--- config.mk ---
export PLATFORM = sky130hd
export DESIGN_NAME = dma_cfg_slave_flat
export DESIGN_NICKNAME = d
export VERILOG_FILES = /design/src/rtl/dma_cfg_slave_pkg.sv /design/src/rtl/dma_cfg_slave_if.sv /design/src/rtl/dma_cfg_regs.sv /design/src/rtl/dma_cfg_slave.sv /design/src/flat_wrapper.sv
export SDC_FILE = /design/constraint.sdc
export NUM_CORES = 1
export LEC_CHECK = 0
export CORE_MARGIN = 2
export CORE_UTILIZATION = 39
export DETAILED_ROUTE_END_ITERATION = 10
export GPL_TIMING_DRIVEN = 0
export HOLD_SLACK_MARGIN = 0.12
export PLACE_DENSITY = 0.89
export SLEW_MARGIN = 15
export SYNTH_ARGS = -nofsm -noshare
export SYNTH_HDL_FRONTEND = slang
export SYNTH_HIERARCHICAL = 1
export SYNTH_SLANG_ARGS = --single-unit
--- constraint.sdc ---
create_clock -name clk -period 1.6 [get_ports clk]
set_clock_uncertainty 0.2 [all_clocks]
set_input_delay 0.32 -clock clk [delete_from_list [all_inputs] [get_ports clk]]
set_output_delay 0.32 -clock clk [all_outputs]
set_load 0.005 [all_outputs]
--- src/rtl/dma_cfg_slave_pkg.sv ---
// Shared definitions for the DMA configuration slave.
// Register offsets, CTRL/STATUS bit positions, AXI codes, FSM states.
package dma_cfg_slave_pkg;

    // Register index = addr[4:2]
    localparam logic [2:0] IDX_SRC  = 3'd0;
    localparam logic [2:0] IDX_DST  = 3'd1;
    localparam logic [2:0] IDX_QTY  = 3'd2;
    localparam logic [2:0] IDX_CTRL = 3'd3;
    localparam logic [2:0] IDX_STAT = 3'd4;

    localparam int CTRL_START = 0;
    localparam int CTRL_IE    = 1;
    localparam int STAT_BUSY  = 0;
    localparam int STAT_DONE  = 1;

    localparam logic [1:0] RESP_OKAY   = 2'b00;
    localparam logic [1:0] RESP_SLVERR = 2'b10;

    localparam logic [1:0] BURST_FIXED = 2'b00;
    localparam logic [1:0] BURST_INCR  = 2'b01;
    localparam logic [1:0] BURST_WRAP  = 2'b10;

    typedef enum logic [1:0] {W_AW, W_W, W_B} w_state_e;
    typedef enum logic       {R_AR, R_R}      r_state_e;

endpackage

--- src/rtl/dma_cfg_slave_if.sv ---
// AXI4 slave-side bus bundle for the DMA configuration slave.
// master: CPU/interconnect side; slave: dma_cfg_slave side.
interface dma_cfg_slave_if #(
    parameter int ADDR_W = 32,
    parameter int DATA_W = 32,
    parameter int IDS_W  = 8
);
    logic [IDS_W-1:0]    awid;
    logic [ADDR_W-1:0]   awaddr;
    logic [7:0]          awlen;
    logic [2:0]          awsize;
    logic [1:0]          awburst;
    logic                awvalid;
    logic                awready;
    logic [DATA_W-1:0]   wdata;
    logic [DATA_W/8-1:0] wstrb;
    logic                wlast;
    logic                wvalid;
    logic                wready;
    logic [IDS_W-1:0]    bid;
    logic [1:0]          bresp;
    logic                bvalid;
    logic                bready;
    logic [IDS_W-1:0]    arid;
    logic [ADDR_W-1:0]   araddr;
    logic [7:0]          arlen;
    logic [2:0]          arsize;
    logic [1:0]          arburst;
    logic                arvalid;
    logic                arready;
    logic [IDS_W-1:0]    rid;
    logic [DATA_W-1:0]   rdata;
    logic [1:0]          rresp;
    logic                rlast;
    logic                rvalid;
    logic                rready;

    modport master (
        output awid, awaddr, awlen, awsize, awburst, awvalid,
        input  awready,
        output wdata, wstrb, wlast, wvalid,
        input  wready,
        input  bid, bresp, bvalid,
        output bready,
        output arid, araddr, arlen, arsize, arburst, arvalid,
        input  arready,
        input  rid, rdata, rresp, rlast, rvalid,
        output rready
    );

    modport slave (
        input  awid, awaddr, awlen, awsize, awburst, awvalid,
        output awready,
        input  wdata, wstrb, wlast, wvalid,
        output wready,
        output bid, bresp, bvalid,
        input  bready,
        input  arid, araddr, arlen, arsize, arburst, arvalid,
        output arready,
        output rid, rdata, rresp, rlast, rvalid,
        input  rready
    );
endinterface

--- src/rtl/dma_cfg_regs.sv ---
// Register array: SRC/DST/QTY, CTRL (START/IE), STATUS (BUSY/DONE).
// Ports: we/widx/wdata/wstrb write, ridx/rdata read, dma_fin_i in, dma_en/regs/irq out.
module dma_cfg_regs
    import dma_cfg_slave_pkg::*;
#(
    parameter int DATA_W = 32
) (
    input  logic                clk,
    input  logic                rst_n,
    input  logic                we_i,
    input  logic [2:0]          widx_i,
    input  logic [DATA_W-1:0]   wdata_i,
    input  logic [DATA_W/8-1:0] wstrb_i,
    input  logic [2:0]          ridx_i,
    output logic [DATA_W-1:0]   rdata_o,
    input  logic                dma_fin_i,
    output logic                dma_en_o,
    output logic [DATA_W-1:0]   src_o,
    output logic [DATA_W-1:0]   dst_o,
    output logic [DATA_W-1:0]   qty_o,
    output logic                irq_o
);
    logic [DATA_W-1:0] src_q, dst_q, qty_q;
    logic ie_q, busy_q, done_q, en_q;
    logic ctrl_we, stat_we, start;

    function automatic logic [DATA_W-1:0] merge(
        input logic [DATA_W-1:0]   old,
        input logic [DATA_W-1:0]   wd,
        input logic [DATA_W/8-1:0] st
    );
        logic [DATA_W-1:0] r;
        r = old;
        for (int b = 0; b < DATA_W/8; b++)
            if (st[b]) r[8*b +: 8] = wd[8*b +: 8];
        return r;
    endfunction

    assign ctrl_we = we_i && widx_i == IDX_CTRL && wstrb_i[0];
    assign stat_we = we_i && widx_i == IDX_STAT && wstrb_i[0];
    // BUSY is the registered value, so a START racing dma_fin_i is dropped.
    assign start   = ctrl_we && wdata_i[CTRL_START] && !busy_q;

    always_ff @(posedge clk or negedge rst_n) begin
        if (!rst_n) begin
            src_q  <= '0;
            dst_q  <= '0;
            qty_q  <= '0;
            ie_q   <= 1'b0;
            busy_q <= 1'b0;
            done_q <= 1'b0;
            en_q   <= 1'b0;
        end else begin
            en_q <= start;
            if (we_i && widx_i == IDX_SRC) src_q <= merge(src_q, wdata_i, wstrb_i);
            if (we_i && widx_i == IDX_DST) dst_q <= merge(dst_q, wdata_i, wstrb_i);
            if (we_i && widx_i == IDX_QTY) qty_q <= merge(qty_q, wdata_i, wstrb_i);
            if (ctrl_we) ie_q <= wdata_i[CTRL_IE];
            // Completion has priority over a concurrent DONE clear.
            if (dma_fin_i) begin
                busy_q <= 1'b0;
                done_q <= 1'b1;
            end else if (start) begin
                busy_q <= 1'b1;
                done_q <= 1'b0;
            end else if (stat_we && wdata_i[STAT_DONE]) begin
                done_q <= 1'b0;
            end
        end
    end

    always_comb begin
        rdata_o = '0;
        unique case (ridx_i)
            IDX_SRC:  rdata_o = src_q;
            IDX_DST:  rdata_o = dst_q;
            IDX_QTY:  rdata_o = qty_q;
            IDX_CTRL: rdata_o[CTRL_IE] = ie_q;
            IDX_STAT: begin
                rdata_o[STAT_BUSY] = busy_q;
                rdata_o[STAT_DONE] = done_q;
            end
            default: rdata_o = '0;
        endcase
    end

    assign dma_en_o = en_q;
    assign src_o    = src_q;
    assign dst_o    = dst_q;
    assign qty_o    = qty_q;
    assign irq_o    = done_q & ie_q;
endmodule

--- src/rtl/dma_cfg_slave.sv ---
// AXI4 slave that programs and launches the DMA engine.
// Ports: clk/rst_n, bus (AXI slave modport), dma_en_o/src/dst/qty out, dma_fin_i in, dma_irq_o.
module dma_cfg_slave
    import dma_cfg_slave_pkg::*;
#(
    parameter int ADDR_W = 32,
    parameter int DATA_W = 32,
    parameter int IDS_W  = 8
) (
    input  logic              clk,
    input  logic              rst_n,
    dma_cfg_slave_if.slave    bus,
    output logic              dma_en_o,
    output logic [ADDR_W-1:0] src_addr_o,
    output logic [ADDR_W-1:0] dst_addr_o,
    output logic [DATA_W-1:0] data_qty_o,
    input  logic              dma_fin_i,
    output logic              dma_irq_o
);
    w_state_e          w_state_q;
    logic              awready_q, wready_q, bvalid_q, wlen_err_q;
    logic [IDS_W-1:0]  bid_q;
    logic [1:0]        bresp_q;
    logic [2:0]        widx_q;

    r_state_e          r_state_q;
    logic              arready_q, rvalid_q, rlast_q;
    logic [IDS_W-1:0]  rid_q;
    logic [DATA_W-1:0] rdata_q, reg_rdata;
    logic [1:0]        rresp_q;

    logic aw_hs, w_hs, b_hs, ar_hs, r_hs, reg_we;
    logic [DATA_W-1:0] src, dst;
    logic unused_ok;

    assign aw_hs  = bus.awvalid & awready_q;
    assign w_hs   = bus.wvalid & wready_q;
    assign b_hs   = bus.bready & bvalid_q;
    assign ar_hs  = bus.arvalid & arready_q;
    assign r_hs   = bus.rready & rvalid_q;
    assign reg_we = w_hs & ~wlen_err_q;

    always_ff @(posedge clk or negedge rst_n) begin
        if (!rst_n) begin
            w_state_q  <= W_AW;
            awready_q  <= 1'b0;
            wready_q   <= 1'b0;
            bvalid_q   <= 1'b0;
            bid_q      <= '0;
            bresp_q    <= RESP_OKAY;
            widx_q     <= '0;
            wlen_err_q <= 1'b0;
        end else begin
            unique case (w_state_q)
                W_AW: begin
                    awready_q <= ~aw_hs;
                    if (aw_hs) begin
                        bid_q      <= bus.awid;
                        widx_q     <= bus.awaddr[4:2];
                        wlen_err_q <= bus.awlen != 8'd0;
                        wready_q   <= 1'b1;
                        w_state_q  <= W_W;
                    end
                end
                W_W: begin
                    // Bursts are drained beat by beat; only wlast ends them.
                    if (w_hs && (!wlen_err_q || bus.wlast)) begin
                        wready_q  <= 1'b0;
                        bvalid_q  <= 1'b1;
                        bresp_q   <= wlen_err_q ? RESP_SLVERR : RESP_OKAY;
                        w_state_q <= W_B;
                    end
                end
                W_B: begin
                    if (b_hs) begin
                        bvalid_q  <= 1'b0;
                        awready_q <= 1'b1;
                        w_state_q <= W_AW;
                    end
                end
                default: w_state_q <= W_AW;
            endcase
        end
    end

    always_ff @(posedge clk or negedge rst_n) begin
        if (!rst_n) begin
            r_state_q <= R_AR;
            arready_q <= 1'b0;
            rvalid_q  <= 1'b0;
            rlast_q   <= 1'b0;
            rid_q     <= '0;
            rdata_q   <= '0;
            rresp_q   <= RESP_OKAY;
        end else begin
            unique case (r_state_q)
                R_AR: begin
                    arready_q <= ~ar_hs;
                    if (ar_hs) begin
                        rid_q     <= bus.arid;
                        rvalid_q  <= 1'b1;
                        rlast_q   <= 1'b1;
                        r_state_q <= R_R;
                        if (bus.arlen != 8'd0) begin
                            rdata_q <= '0;
                            rresp_q <= RESP_SLVERR;
                        end else begin
                            rdata_q <= reg_rdata;
                            rresp_q <= RESP_OKAY;
                        end
                    end
                end
                R_R: begin
                    if (r_hs) begin
                        rvalid_q  <= 1'b0;
                        rlast_q   <= 1'b0;
                        arready_q <= 1'b1;
                        r_state_q <= R_AR;
                    end
                end
                default: r_state_q <= R_AR;
            endcase
        end
    end

    dma_cfg_regs #(.DATA_W(DATA_W)) u_regs (
        .clk       (clk),
        .rst_n     (rst_n),
        .we_i      (reg_we),
        .widx_i    (widx_q),
        .wdata_i   (bus.wdata),
        .wstrb_i   (bus.wstrb),
        .ridx_i    (bus.araddr[4:2]),
        .rdata_o   (reg_rdata),
        .dma_fin_i (dma_fin_i),
        .dma_en_o  (dma_en_o),
        .src_o     (src),
        .dst_o     (dst),
        .qty_o     (data_qty_o),
        .irq_o     (dma_irq_o)
    );

    assign src_addr_o  = ADDR_W'(src);
    assign dst_addr_o  = ADDR_W'(dst);

    assign bus.awready = awready_q;
    assign bus.wready  = wready_q;
    assign bus.bvalid  = bvalid_q;
    assign bus.bid     = bid_q;
    assign bus.bresp   = bresp_q;
    assign bus.arready = arready_q;
    assign bus.rvalid  = rvalid_q;
    assign bus.rlast   = rlast_q;
    assign bus.rid     = rid_q;
    assign bus.rdata   = rdata_q;
    assign bus.rresp   = rresp_q;

    // Size/burst type are not needed for single-word registers.
    assign unused_ok = ^{bus.awsize, bus.awburst, bus.arsize, bus.arburst,
                         bus.awaddr[ADDR_W-1:5], bus.awaddr[1:0],
                         bus.araddr[ADDR_W-1:5], bus.araddr[1:0]};
endmodule

--- src/flat_wrapper.sv ---
// flat-port wrapper written by rule: the top's interface ports become plain ports
module dma_cfg_slave_flat import dma_cfg_slave_pkg::*;
#(
    parameter int ADDR_W = 32,
    parameter int DATA_W = 32,
    parameter int IDS_W  = 8
)
  (clk, rst_n, dma_en_o, src_addr_o, dst_addr_o, data_qty_o, dma_fin_i, dma_irq_o, bus_awid, bus_awaddr, bus_awlen, bus_awsize, bus_awburst, bus_awvalid, bus_awready, bus_wdata, bus_wstrb, bus_wlast, bus_wvalid, bus_wready, bus_bid, bus_bresp, bus_bvalid, bus_bready, bus_arid, bus_araddr, bus_arlen, bus_arsize, bus_arburst, bus_arvalid, bus_arready, bus_rid, bus_rdata, bus_rresp, bus_rlast, bus_rvalid, bus_rready);
  dma_cfg_slave_if #(.ADDR_W(ADDR_W), .DATA_W(DATA_W), .IDS_W(IDS_W)) bus_i ();
  input  logic clk;
  input  logic rst_n;
  output logic dma_en_o;
  output logic [ADDR_W-1:0] src_addr_o;
  output logic [ADDR_W-1:0] dst_addr_o;
  output logic [DATA_W-1:0] data_qty_o;
  input  logic dma_fin_i;
  output logic dma_irq_o;
  input wire logic [$bits(bus_i.awid)-1:0] bus_awid;
  input wire logic [$bits(bus_i.awaddr)-1:0] bus_awaddr;
  input wire logic [$bits(bus_i.awlen)-1:0] bus_awlen;
  input wire logic [$bits(bus_i.awsize)-1:0] bus_awsize;
  input wire logic [$bits(bus_i.awburst)-1:0] bus_awburst;
  input wire logic [$bits(bus_i.awvalid)-1:0] bus_awvalid;
  output wire logic [$bits(bus_i.awready)-1:0] bus_awready;
  input wire logic [$bits(bus_i.wdata)-1:0] bus_wdata;
  input wire logic [$bits(bus_i.wstrb)-1:0] bus_wstrb;
  input wire logic [$bits(bus_i.wlast)-1:0] bus_wlast;
  input wire logic [$bits(bus_i.wvalid)-1:0] bus_wvalid;
  output wire logic [$bits(bus_i.wready)-1:0] bus_wready;
  output wire logic [$bits(bus_i.bid)-1:0] bus_bid;
  output wire logic [$bits(bus_i.bresp)-1:0] bus_bresp;
  output wire logic [$bits(bus_i.bvalid)-1:0] bus_bvalid;
  input wire logic [$bits(bus_i.bready)-1:0] bus_bready;
  input wire logic [$bits(bus_i.arid)-1:0] bus_arid;
  input wire logic [$bits(bus_i.araddr)-1:0] bus_araddr;
  input wire logic [$bits(bus_i.arlen)-1:0] bus_arlen;
  input wire logic [$bits(bus_i.arsize)-1:0] bus_arsize;
  input wire logic [$bits(bus_i.arburst)-1:0] bus_arburst;
  input wire logic [$bits(bus_i.arvalid)-1:0] bus_arvalid;
  output wire logic [$bits(bus_i.arready)-1:0] bus_arready;
  output wire logic [$bits(bus_i.rid)-1:0] bus_rid;
  output wire logic [$bits(bus_i.rdata)-1:0] bus_rdata;
  output wire logic [$bits(bus_i.rresp)-1:0] bus_rresp;
  output wire logic [$bits(bus_i.rlast)-1:0] bus_rlast;
  output wire logic [$bits(bus_i.rvalid)-1:0] bus_rvalid;
  input wire logic [$bits(bus_i.rready)-1:0] bus_rready;
  assign bus_i.awid = bus_awid;
  assign bus_i.awaddr = bus_awaddr;
  assign bus_i.awlen = bus_awlen;
  assign bus_i.awsize = bus_awsize;
  assign bus_i.awburst = bus_awburst;
  assign bus_i.awvalid = bus_awvalid;
  assign bus_awready = bus_i.awready;
  assign bus_i.wdata = bus_wdata;
  assign bus_i.wstrb = bus_wstrb;
  assign bus_i.wlast = bus_wlast;
  assign bus_i.wvalid = bus_wvalid;
  assign bus_wready = bus_i.wready;
  assign bus_bid = bus_i.bid;
  assign bus_bresp = bus_i.bresp;
  assign bus_bvalid = bus_i.bvalid;
  assign bus_i.bready = bus_bready;
  assign bus_i.arid = bus_arid;
  assign bus_i.araddr = bus_araddr;
  assign bus_i.arlen = bus_arlen;
  assign bus_i.arsize = bus_arsize;
  assign bus_i.arburst = bus_arburst;
  assign bus_i.arvalid = bus_arvalid;
  assign bus_arready = bus_i.arready;
  assign bus_rid = bus_i.rid;
  assign bus_rdata = bus_i.rdata;
  assign bus_rresp = bus_i.rresp;
  assign bus_rlast = bus_i.rlast;
  assign bus_rvalid = bus_i.rvalid;
  assign bus_i.rready = bus_rready;
  dma_cfg_slave #(.ADDR_W(ADDR_W), .DATA_W(DATA_W), .IDS_W(IDS_W)) u_core (.clk(clk), .rst_n(rst_n), .bus(bus_i), .dma_en_o(dma_en_o), .src_addr_o(src_addr_o), .dst_addr_o(dst_addr_o), .data_qty_o(data_qty_o), .dma_fin_i(dma_fin_i), .dma_irq_o(dma_irq_o));
endmodule
# Yosys cells after proc, flatten, opt, wreduce, memory -nomap -nowiden

Cells that the tools add are included.

Register bits: 164
Input bits: 151
Output and inout bits: 156
Word-level logic and storage cells: 131

Equality and inequality tests: 15
Multiplexer cells: 31
Bitwise gates (word level): 11
Reductions and logical operators: 44

Operators by type and width:

| cell                                                            | number |
|---|---|
| 30-bit case mux with 3 select lines                             | 1 |
| 2-bit AND reduction                                             | 17 |
| 32-bit 2-to-1 mux                                               | 1 |
| 8-bit nonzero test                                              | 2 |
| 1-bit 2-to-1 mux                                                | 15 |
| 3-bit by 2-bit == test with 1-bit output, second input constant | 4 |
| 1-bit case mux with 2 select lines                              | 6 |
| 1-bit logical AND                                               | 11 |
| 2-bit 2-to-1 mux                                                | 5 |
| 3-bit AND reduction                                             | 3 |
| 2-bit by 1-bit != test with 1-bit output, second input constant | 4 |
| 2-bit nonzero test                                              | 4 |
| 1-bit AND                                                       | 7 |
| 3-bit by 1-bit == test with 1-bit output, second input constant | 2 |
| 3-bit == test, second input constant                            | 2 |
| 3-bit zero test                                                 | 2 |
| 2-bit case mux with 3 select lines                              | 1 |
| 1-bit case mux with 5 select lines                              | 1 |
| 1-bit inverter                                                  | 4 |
| 1-bit case mux with 4 select lines                              | 1 |
| 3-bit nonzero test                                              | 1 |
| 2-bit by 1-bit == test with 1-bit output, second input constant | 1 |
| 2-bit == test, second input constant                            | 1 |
| 1-bit zero test                                                 | 2 |
| other kinds (3)                                                 | 3 |

# Logic depth before layout (Yosys ltp)

Gate-level depths: netlist of run 1.

Word-level depth: 8
Depth in mapped cells: 6
Depth with buffers taken out: 5

# Hierarchy

The synthesis of run 1 kept the hierarchy.

By module, submodules not included:

| module        | instances | cells each | area each (um^2) | sequential area each (um^2) |
|---|---|---|---|---|
| dma_cfg_regs  | 1         | 372        | 4712.0           | 2502.4 |
| dma_cfg_slave | 1         | 199        | 2585.0           | 1551.5 |

# Worst setup path before layout of run 1

Ideal clock, no wire load.

Path type: flip-flop to flip-flop
From: register u_core.wready_q, in the netlist u_core/bus.wready
To: register u_core.u_regs.src_q[0], in the netlist u_core/u_regs/src_o[0]
Setup time: 125 ps
Arrival: 1406 ps
Required time: 1275 ps
Path slack: -131 ps
Cell stages (with the launch flop): 6
Buffers on the path: 0
Clock period less this slack: 1731 ps
Path through: dfrtp_1 > nand2_1 > nor2_1 > nor4b_4 > nand2_2 > mux2_2

Longest elaborated chain between the ends: 4

Ends and longest elaborated chain:

| item                                 | RTL line            | text |
|---|---|---|
| start: declaration                   | dma_cfg_slave.sv:21 | `logic awready_q, wready_q, bvalid_q, wlen_err_q;` |
| start signal: assignment             | dma_cfg_slave.sv:47 | `wready_q <= 1'b0;` |
| start signal: assignment             | dma_cfg_slave.sv:61 | `wready_q <= 1'b1;` |
| start signal: assignment             | dma_cfg_slave.sv:68 | `wready_q <= 1'b0;` |
| 1-bit AND                            | dma_cfg_slave.sv:37 | `assign w_hs = bus.wvalid & wready_q;` |
| 1-bit AND                            | dma_cfg_slave.sv:41 | `assign reg_we = w_hs & ~wlen_err_q;` |
| via u_core.reg_we                    | dma_cfg_slave.sv:32 | `logic aw_hs, w_hs, b_hs, ar_hs, r_hs, reg_we;` |
| 1-bit logical AND                    | dma_cfg_regs.sv:55  | `if (we_i && widx_i == IDX_SRC) src_q <= merge(src_q, wdata_i, wstrb_i);` |
| 2-bit AND reduction (no source line) | --                  |  |
| end signal: assignment               | dma_cfg_regs.sv:55  |  |
| end: declaration                     | dma_cfg_regs.sv:23  | `logic [DATA_W-1:0] src_q, dst_q, qty_q;` |

The timed path passes the listed nets, and every way through them passes these cells.
A chain may end at the register's enable or synchronous reset.

# Worst setup path in the final report of run 1

From: register u_core.wlen_err_q
To: register u_core.u_regs.dst_q[28], in the netlist u_core/u_regs/dst_o[28]

Longest elaborated chain between the ends: 4

Ends and longest elaborated chain:

| item                                 | RTL line            | text |
|---|---|---|
| start: declaration                   | dma_cfg_slave.sv:21 |  |
| start signal: assignment             | dma_cfg_slave.sv:52 | `wlen_err_q <= 1'b0;` |
| start signal: assignment             | dma_cfg_slave.sv:60 | `wlen_err_q <= bus.awlen != 8'd0;` |
| 1-bit inverter                       | dma_cfg_slave.sv:41 |  |
| 1-bit AND                            | dma_cfg_slave.sv:41 |  |
| via u_core.reg_we                    | dma_cfg_slave.sv:32 |  |
| 1-bit logical AND                    | dma_cfg_regs.sv:56  | `if (we_i && widx_i == IDX_DST) dst_q <= merge(dst_q, wdata_i, wstrb_i);` |
| 2-bit AND reduction (no source line) | --                  |  |
| end signal: assignment               | dma_cfg_regs.sv:56  |  |
| end: declaration                     | dma_cfg_regs.sv:23  |  |

The timed path passes the listed nets, and every way through them passes these cells.

==> key figures, run 1 <==
Route
  – Wire per inst: approximately 19 µm
  – Vias: approximately 6.1k
  – Met2 WL: around 11000 µm
  – DR WL met3: 1198 µm
  – DRT Pass-1 Iters: 6
  – Routed wire length: 22300 µm
  – M1 wire length: roughly 9000 µm
  – Routed Antenna Nets: 0
  – Vias/cell: ~5.1
  – DRC viols: 0
  – Top routing layer in use: met4
  – DRC violation total after the first TritonRoute iteration: about 290

Worst setup path
  – CP peak stage delay: roughly 0.44 ns
  – Critical path arrival: about 1.9 ns
  – Slowest cell on crit path: dfrtp_2
  – Register-to-Register Path Depth: 5
  – CP Launch Type: flip-flop
  – Buf/Inv on CP: 1
  – Worst-path fanout max: 8
  – Worst Setup End Kind: flip-flop
  – Reg2reg start: u_core/wlen_err_q
  – Critical Path, Cell by Cell: nor2_4 -> and4bb_2 -> buf_12 -> nand2_8 -> mux2_4
  – Critical path's top delay family: simple AND/OR/NAND/NOR gates
  – R2R Setup Slk: -0.19 ns
  – R2R Path End: u_core/u_regs/dst_o[28]
  – Crit path kind: reg2reg
  – Critical Path RT: approximately 1.7 ns

Timing
  – Setup-violating endpoint count in the final report: 109
  – Headroom to the max-slew limit: 0.5872
  – Hold_ws: between 0.2 and 0.25 ns
  – Worst slew pin tran: 0.6192 ns
  – Final hold vios: 0
  – Final worst slack: -0.1945 ns
  – Fin crit share: 1.122
  – Fmax: roughly 560 MHz
  – Final Max Slew Viols: 0
  – RSZ-0062 raised after global routing: true
  – Final Critical Period: 1.794 ns

Clocking
  – # clock sinks: ~160
  – CTS Buffer Depth: 2
  – H-tree levels: 4
  – Root Driver: clkbuf_16
  – Clock latency on the worst-skew pair: around 0.42 ns
  – Clk slew on worst S/H paths: ~0.060 ns
  – CTS tree: yes
  – Cts bufs inserted: 17

Die
  – Starting density of the core: 0.3941
  – FP Rows: 50
  – Die footprint: between 15000 and 20000 µm²
  – Num ports: between 300 and 400
  – Die Y: approximately 140 µm
  – Die width: 140.8 µm
  – Core box area: 18520 µm²

Finish
  – Area Overhead vs Synth: 63.10%
  – Layout cell share with drive strength beyond 1: 0.3900
  – # diodes: 0
  – Area of the multi-input gates: ~3300 µm²
  – # fillers: 1402
  – Fin util: 0.6427
  – Finished layout cell area: approximately 12000 µm²
  – Final net count: approximately 1.1k
  – Sequential Area: between 4000 and 5000 µm²

Yosys
  – Area leader, netlist: dfrtp_1
  – Synth top area cells: dfrtp_1 (56%), mux2_2 (17%), mux2i_1 (4.5%), a31o_1 (2.6%), or2_2 (2.6%)
  – Syn Area/Cell: between 10 and 15 µm²
  – Mapped cell area: roughly 7300 µm²
  – Synth top area share: 0.5556
  – Sequential area share after synthesis: 0.5556
  – Cells after synthesis: between 500 and 600
  – Synth warn: 6
  – FF+latch count, synth: 162
  – Cell variety after synth: 40

Place
  – Post-placement cell area: ~10000 µm²
  – RD Place Congestion: 0.7649
  – DPL Wire Length: ~15000 µm
  – Pre-CTS setup slack: -1.117 ns
  – I/O Buffers: between 200 and 250

Status
  – Failing checks: negative setup slack
  – Status: finished with violations

Hold path
  – Worst hold path class: in2async

Power and ir drop
  – PwrDens: ~1200 nW/µm²
  – Pleak: between 0.005 and 0.006 µW
  – Worst ir drop on vdd: around 830 µV

Global route
  – Largest net degree at the start of global routing: 83
  – Initial antenna violation count: 0
  – Global route overflow: 0
  – GR Util All Layers: 0.2216
  – First-pass GRT wire length: roughly 34000 µm
  – Vias in the first global route: around 6.3k

Flow run
  – Max-cap violations: 0
## state kept, by name, indices dropped and copies added (netlist names), 2 cells and up
| name | cells |
|---|---|
| u_core/bus.rid | 8 |
| u_core/u_regs/qty_o | 32 |
| u_core/widx_q | 3 |
| u_core/bus.bid | 8 |
| u_core/u_regs/dst_o | 32 |
| u_core/bus.rdata | 32 |
| u_core/w_state_q | 2 |
| u_core/u_regs/src_o | 32 |
## synth_stat cells
cell type and count:
nor2b_1 1, and4bb_2 3, and2_0 8, o21ai_0 6, clkbuf_1 15, nand3b_1 4, or2_2 30, or4_4 2
nand4_1 1, conb_1 1, buf_2 6, nand4bb_1 1, a31o_2 11, and2_1 25, mux2_1 5, a21o_1 1
mux2_2 112, nand2_1 42, nand2b_1 1, a21oi_1 35, buf_4 8, a2bb2oi_1 1, nor4b_4 1, nor4bb_1 1
nand3_1 2, inv_1 3, dfrtp_1 162, o21ba_2 1, nor3_1 1, a31oi_1 1, nor4_1 2, mux2i_1 33
a31o_1 22, buf_6 3, and4b_1 1, and4_1 1, nor2_1 3, nor2_8 1, o21a_1 2, nand2_2 12
## worst max path at each step
stage                      start                      end  depth (start not counted)
6_report       u_core/wlen_err_q  u_core/u_regs/dst_o[28]                          5
5_1_grt        u_core/wlen_err_q   u_core/u_regs/src_o[3]                          5
4_1_cts        u_core/bus.wready  u_core/u_regs/src_o[24]                          6
3_5_place_dp       bus_araddr[2]     u_core/bus.rdata[19]                          6
3_3_place_gp               rst_n        u_core/bus.bid[1]                          1
2_1_floorplan  u_core/bus.wready   u_core/u_regs/src_o[0]                          5
## kinds of logic after synthesis
logic type	Yosys count	share of synthesized area
AO/OA/AOI/OAI	80	0.07425
buffers and inverters	35	0.02623
flip-flops	162	0.5556
multiplexers	150	0.2258
other	1	0.0005139
AND/OR/NAND/NOR	143	0.1176
## placed cells by master (no fill, tap or decap), types with 4 or more instances in the layout
| master | instances |
|---|---|
| mux2i_1 | 33 |
| a31o_1 | 22 |
| o21ai_0 | 6 |
| nand2_8 | 12 |
| buf_4 | 115 |
| dlygate4sd2_1 | 15 |
| clkbuf_16 | 18 |
| mux2_2 | 99 |
| buf_12 | 5 |
| a31o_2 | 11 |
| nand3b_1 | 4 |
| buf_6 | 16 |
| clkbuf_1 | 8 |
| clkbuf_4 | 5 |
| clkdlybuf4s50_1 | 68 |
| and2_1 | 26 |
| and2_0 | 5 |
| dfrtp_1 | 161 |
| mux2_4 | 18 |
| or2_2 | 30 |
| clkinv_2 | 4 |
| a21oi_1 | 35 |
| nand2_1 | 41 |
| clkdlybuf4s15_1 | 136 |
| clkbuf_2 | 6 |
## per-layer routing
layer / up-vias / global-route usage
met5: - / 0
met4: 0 / 0.09053
met3: 43 / 0.05231
li1: 2787 / -
met1: 3049 / 0.2658
met2: 210 / 0.3849
## stage by stage
stage	instances	TNS (ns)	total power, µW
2_1_floorplan	572	-6.319	6800
3_3_place_gp	1039	-1185.45	8806
3_5_place_dp	1040	-117.22	8940
4_1_cts	1172	-15.74	13460
5_1_grt	1193	-23.34	14400
6_report	1193	-15.77	13740
## worst reg2reg max path, stage by stage (launching register included)
cell and delay (ns):
dfrtp_2 0.44, nor2_4 0.15, and4bb_2 0.28, buf_12 0.17, nand2_8 0.10, mux2_4 0.34
## area by class of cell
| type | instances | area share |
|---|---|---|
| flip-flops and latches | 162 | 0.3407 |
| repair buffers | 357 | 0.2826 |
| multi-input cells | 375 | 0.2796 |
| clock buffers | 20 | 0.03837 |
| well taps | 234 | 0.02460 |
| plain buffers | 32 | 0.02376 |
| clock inverters | 10 | 0.009357 |
| inverters | 3 | 0.0009462 |
## repair_timing
| item | 4_1_cts | 5_1_grt |
|---|---|---|
| hold buffers | 2 | 0 |
| pin swaps | 8 | 9 |
| gates cloned | 3 | 1 |
| setup endpoints to repair | 307 | 279 |
| endpoints found under the hold margin | 81 | 0 |
| buffers inserted | 98 | 21 |
| gates resized for setup | 330 | 76 |
## power breakdown
group	switching [µW]	leakage (µW)	internal, µW
logic	1620	0.00329	2810
clock network	1600	0.000274	2350
registers	517	0.00217	4850
Power figures use the tool's default switching activity.
==> run 2: changes to the inputs <==
--- a/config.mk
+++ b/config.mk
@@ -5,12 +5,14 @@
 export SDC_FILE = /design/constraint.sdc
 export NUM_CORES = 1
 export LEC_CHECK = 0
-export CORE_MARGIN = 2
-export CORE_UTILIZATION = 39
+export CORE_AREA = 2 2 120 122
 export DETAILED_ROUTE_END_ITERATION = 10
+export DIE_AREA = 0 0 122 124
+export DONT_BUFFER_PORTS = 1
 export GPL_TIMING_DRIVEN = 0
 export HOLD_SLACK_MARGIN = 0.12
-export PLACE_DENSITY = 0.89
+export PLACE_DENSITY = 0.83
+export SKIP_LAST_GASP = 1
 export SLEW_MARGIN = 15
 export SYNTH_ARGS = -nofsm -noshare
 export SYNTH_HDL_FRONTEND = slang
==> key figures, run 2 (synthesis results as in run 1) <==
Status
  – Status: finished with violations
  – Failing checks: negative hold slack, negative setup slack

Global route
  – Vias in the first global route: 5574 (-11%)
  – Initial antenna violation count: 0 (unchanged)
  – First-pass GRT wire length: 29830 µm (-12%)
  – Grt peak-use layer: met2
  – Met1 GRT Util: 0.2816 (+0.01587)
  – Largest net degree at the start of global routing: 163 (+96%)
  – GR Util All Layers: 0.2638 (+0.04214)
  – GR Layer Usage met3: 0.1099 (+0.05758)
  – Global route overflow: 0 (unchanged)
  – Grt met2 use: 0.4689 (+0.08407)

Die
  – Die width: 122 µm (-13%)
  – Starting density of the core: 0.5319 (+0.1378)
  – Core box area: 13720 µm² (-26%)
  – Die Y: 124 µm (-12%)
  – FP Rows: 43 (-14%)
  – Die footprint: 15130 µm² (-24%)
  – Num ports: 307 (unchanged)

Timing
  – Final Max Slew Viols: 0 (unchanged)
  – Setup-violating endpoint count in the final report: 110 (+0.92%)
  – Fmax: 540.1 MHz (-3.1%)
  – Final worst slack: -0.2516 ns (-0.05709 ns)
  – TNS Setup: -22.38 ns (-6.607 ns)
  – Final hold vios: 194 (+194)
  – Headroom to the max-slew limit: 0.5948 (+0.007649)
  – Hold_ws: -0.5988 ns (-0.8401 ns)
  – RSZ-0062 raised after global routing: true
  – Worst slew pin tran: 0.6078 ns (-0.01147 ns)
  – Final Critical Period: 1.852 ns (+0.05709 ns)
  – Fin crit share: 1.157 (+0.03568)

Route
  – Vias/cell: 5.796 (+14%)
  – Routed Antenna Nets: 0 (unchanged)
  – DRC violation total after the first TritonRoute iteration: 294 (+2.8%)
  – DRT Pass-1 Iters: 4 (-2)
  – Routed wire length: 20120 µm (-9.8%)
  – Vias: 5025 (-17%)
  – Wire per inst: 23.20 µm (+24%)
  – DRC viols: 0 (unchanged)

Clocking
  – Cts bufs inserted: 17 (unchanged)
  – CTS Buffer Depth: 2 (unchanged)
  – CTS tree: yes
  – # clock sinks: 162 (unchanged)
  – Clk slew on worst S/H paths: 0.06 ns (about the same)
  – Clock latency on the worst-skew pair: 0.41 ns (about the same)
  – Root Driver: clkbuf_16
  – H-tree levels: 4 (unchanged)

Place
  – Post-placement cell area: 7655 µm² (-24%)
  – DPL Wire Length: 13110 µm (-11%)
  – Placed insts: 752 (-28%)
  – I/O Buffers: 0 (-100%)
  – RD Place Congestion: 0.7945 (+3.9%)

Worst setup path
  – CP peak stage delay: 0.42 ns (-0.02 ns)
  – Critical Path RT: 1.69 ns (about the same)
  – Critical path arrival: 1.94 ns (+0.05 ns)
  – Critical Path, Cell by Cell: nand2_2 -> nor2_4 -> and4bb_2 -> buf_12 -> nand2_8 -> mux2_2
  – Crit path kind: reg2reg
  – Worst-path fanout max: 8 (unchanged)
  – Worst Setup End Kind: flip-flop
  – CP Launch Type: flip-flop
  – Slowest cell on crit path: dfrtp_1

Power and ir drop
  – Worst ir drop on vdd: 1135 µV (+36%)
  – Pleak: 0.004347 µW (-24%)
  – Final Total Pwr: 11960 µW (-13%)
  – PwrDens: 1287 nW/µm² (+11%)

Finish
  – Most frequent cells in the layout: dfrtp_1 (162), mux2_2 (101), dlygate4sd3_1 (66), nand2_1 (41), a21oi_1 (35)
  – Final net count: 825 (-25%)
  – Layout cell share with drive strength beyond 1: 0.3683 (-0.02172)
  – Most common cell after layout, fill and taps aside: dfrtp_1
  – # diodes: 0 (unchanged)
  – Finished layout cell area: 9298 µm² (-22%)
  – Fin util: 0.6777 (+0.03500)
  – Non-Filler Instances: 867 (-27%)
  – Area Overhead vs Synth: 27.42%

Flow run
  – Max-cap violations: 0 (unchanged)

Hold path
  – Worst hold path class: in2async
-- run 2: changes by cell type in the layout (fill, tap and decap cells not counted), moves of 3 or more --
cell,change
clkdlybuf4s15_1,-136
buf_4,-100
clkdlybuf4s50_1,-68
dlygate4sd3_1,+64
dlygate4sd2_1,-15
clkbuf_4,-4
buf_12,-3
clkbuf_1,+3
clkbuf_2,-3
-- run 2: worst paths after layout --
path	startpoint	to	slack, ns	cells after the start
max in group asynchronous	rst_n	u_core/u_regs/qty_o[27]	1.42	0
worst min register to register	u_core/u_regs/ie_q	u_core/u_regs/ie_q	0.33	1
worst max-delay path	u_core/bus.wready	u_core/u_regs/dst_o[20]	-0.25	6
worst min-delay path	rst_n	u_core/u_regs/qty_o[25]	-0.60	0
min in group clk	bus_wstrb[1]	u_core/u_regs/dst_o[10]	-0.03	2
worst max register to register	u_core/bus.wready	u_core/u_regs/dst_o[20]	-0.25	6
-- run 2: critical path: cells and delay by family, from the launching register on --
kind                   cells  cell delay [ns]
and+or+nand+nor            4             0.62
buffers and inverters      1             0.17
DFF                        1             0.42
muxes                      1             0.32
-- run 2: through the flow --
stage | hold slack [ns] | setup slack [ns]
floorplan | -0.1756 | -0.09463
global placement | -0.1716 | -0.5034
detailed placement | -0.1713 | -0.5740
CTS | -0.6212 | -0.2600
global route | -0.6271 | -0.3106
finish | -0.5988 | -0.2516
-- run 2: routing by layer --
layer / part of all wire / vias to the layer above / wire length [µm]
met4: 0.016 / 0 / 312
met3: 0.099 / 26 / 1987
met5: 0 / - / 0
met1: 0.35 / 2537 / 7122
li1: - / 2239 / -
met2: 0.53 / 223 / 10690
-- run 2: repair_timing --
item / CTS / global route
buffers inserted: 12 / 3
hold endpoints to repair: 295 / 237
gates resized for setup: 38 / 27
endpoints found under the setup margin: 149 / 148
pin swaps: 6 / 7
cloned: 1 / 1
hold buffers: 62 / 5
-- run 2: final cells by class --
type,instances,area [µm²]
plain buffers,32,265.3
clock buffers,23,467.9
clock inverters,9,105.1
fillers,952,4422
inverters,3,11.26
multi-input cells,375,3317
flip-flops and latches,162,4054
well taps,180,225.2
repair buffers,83,852.1
-- run 2: power by group --
group / internal (µW) / leakage [µW] / total, µW / switching [µW]
clock network: 2380 / 0.000281 / 3950 / 1570
registers: 4850 / 0.00217 / 5680 / 829
logic: 1410 / 0.00190 / 2340 / 928
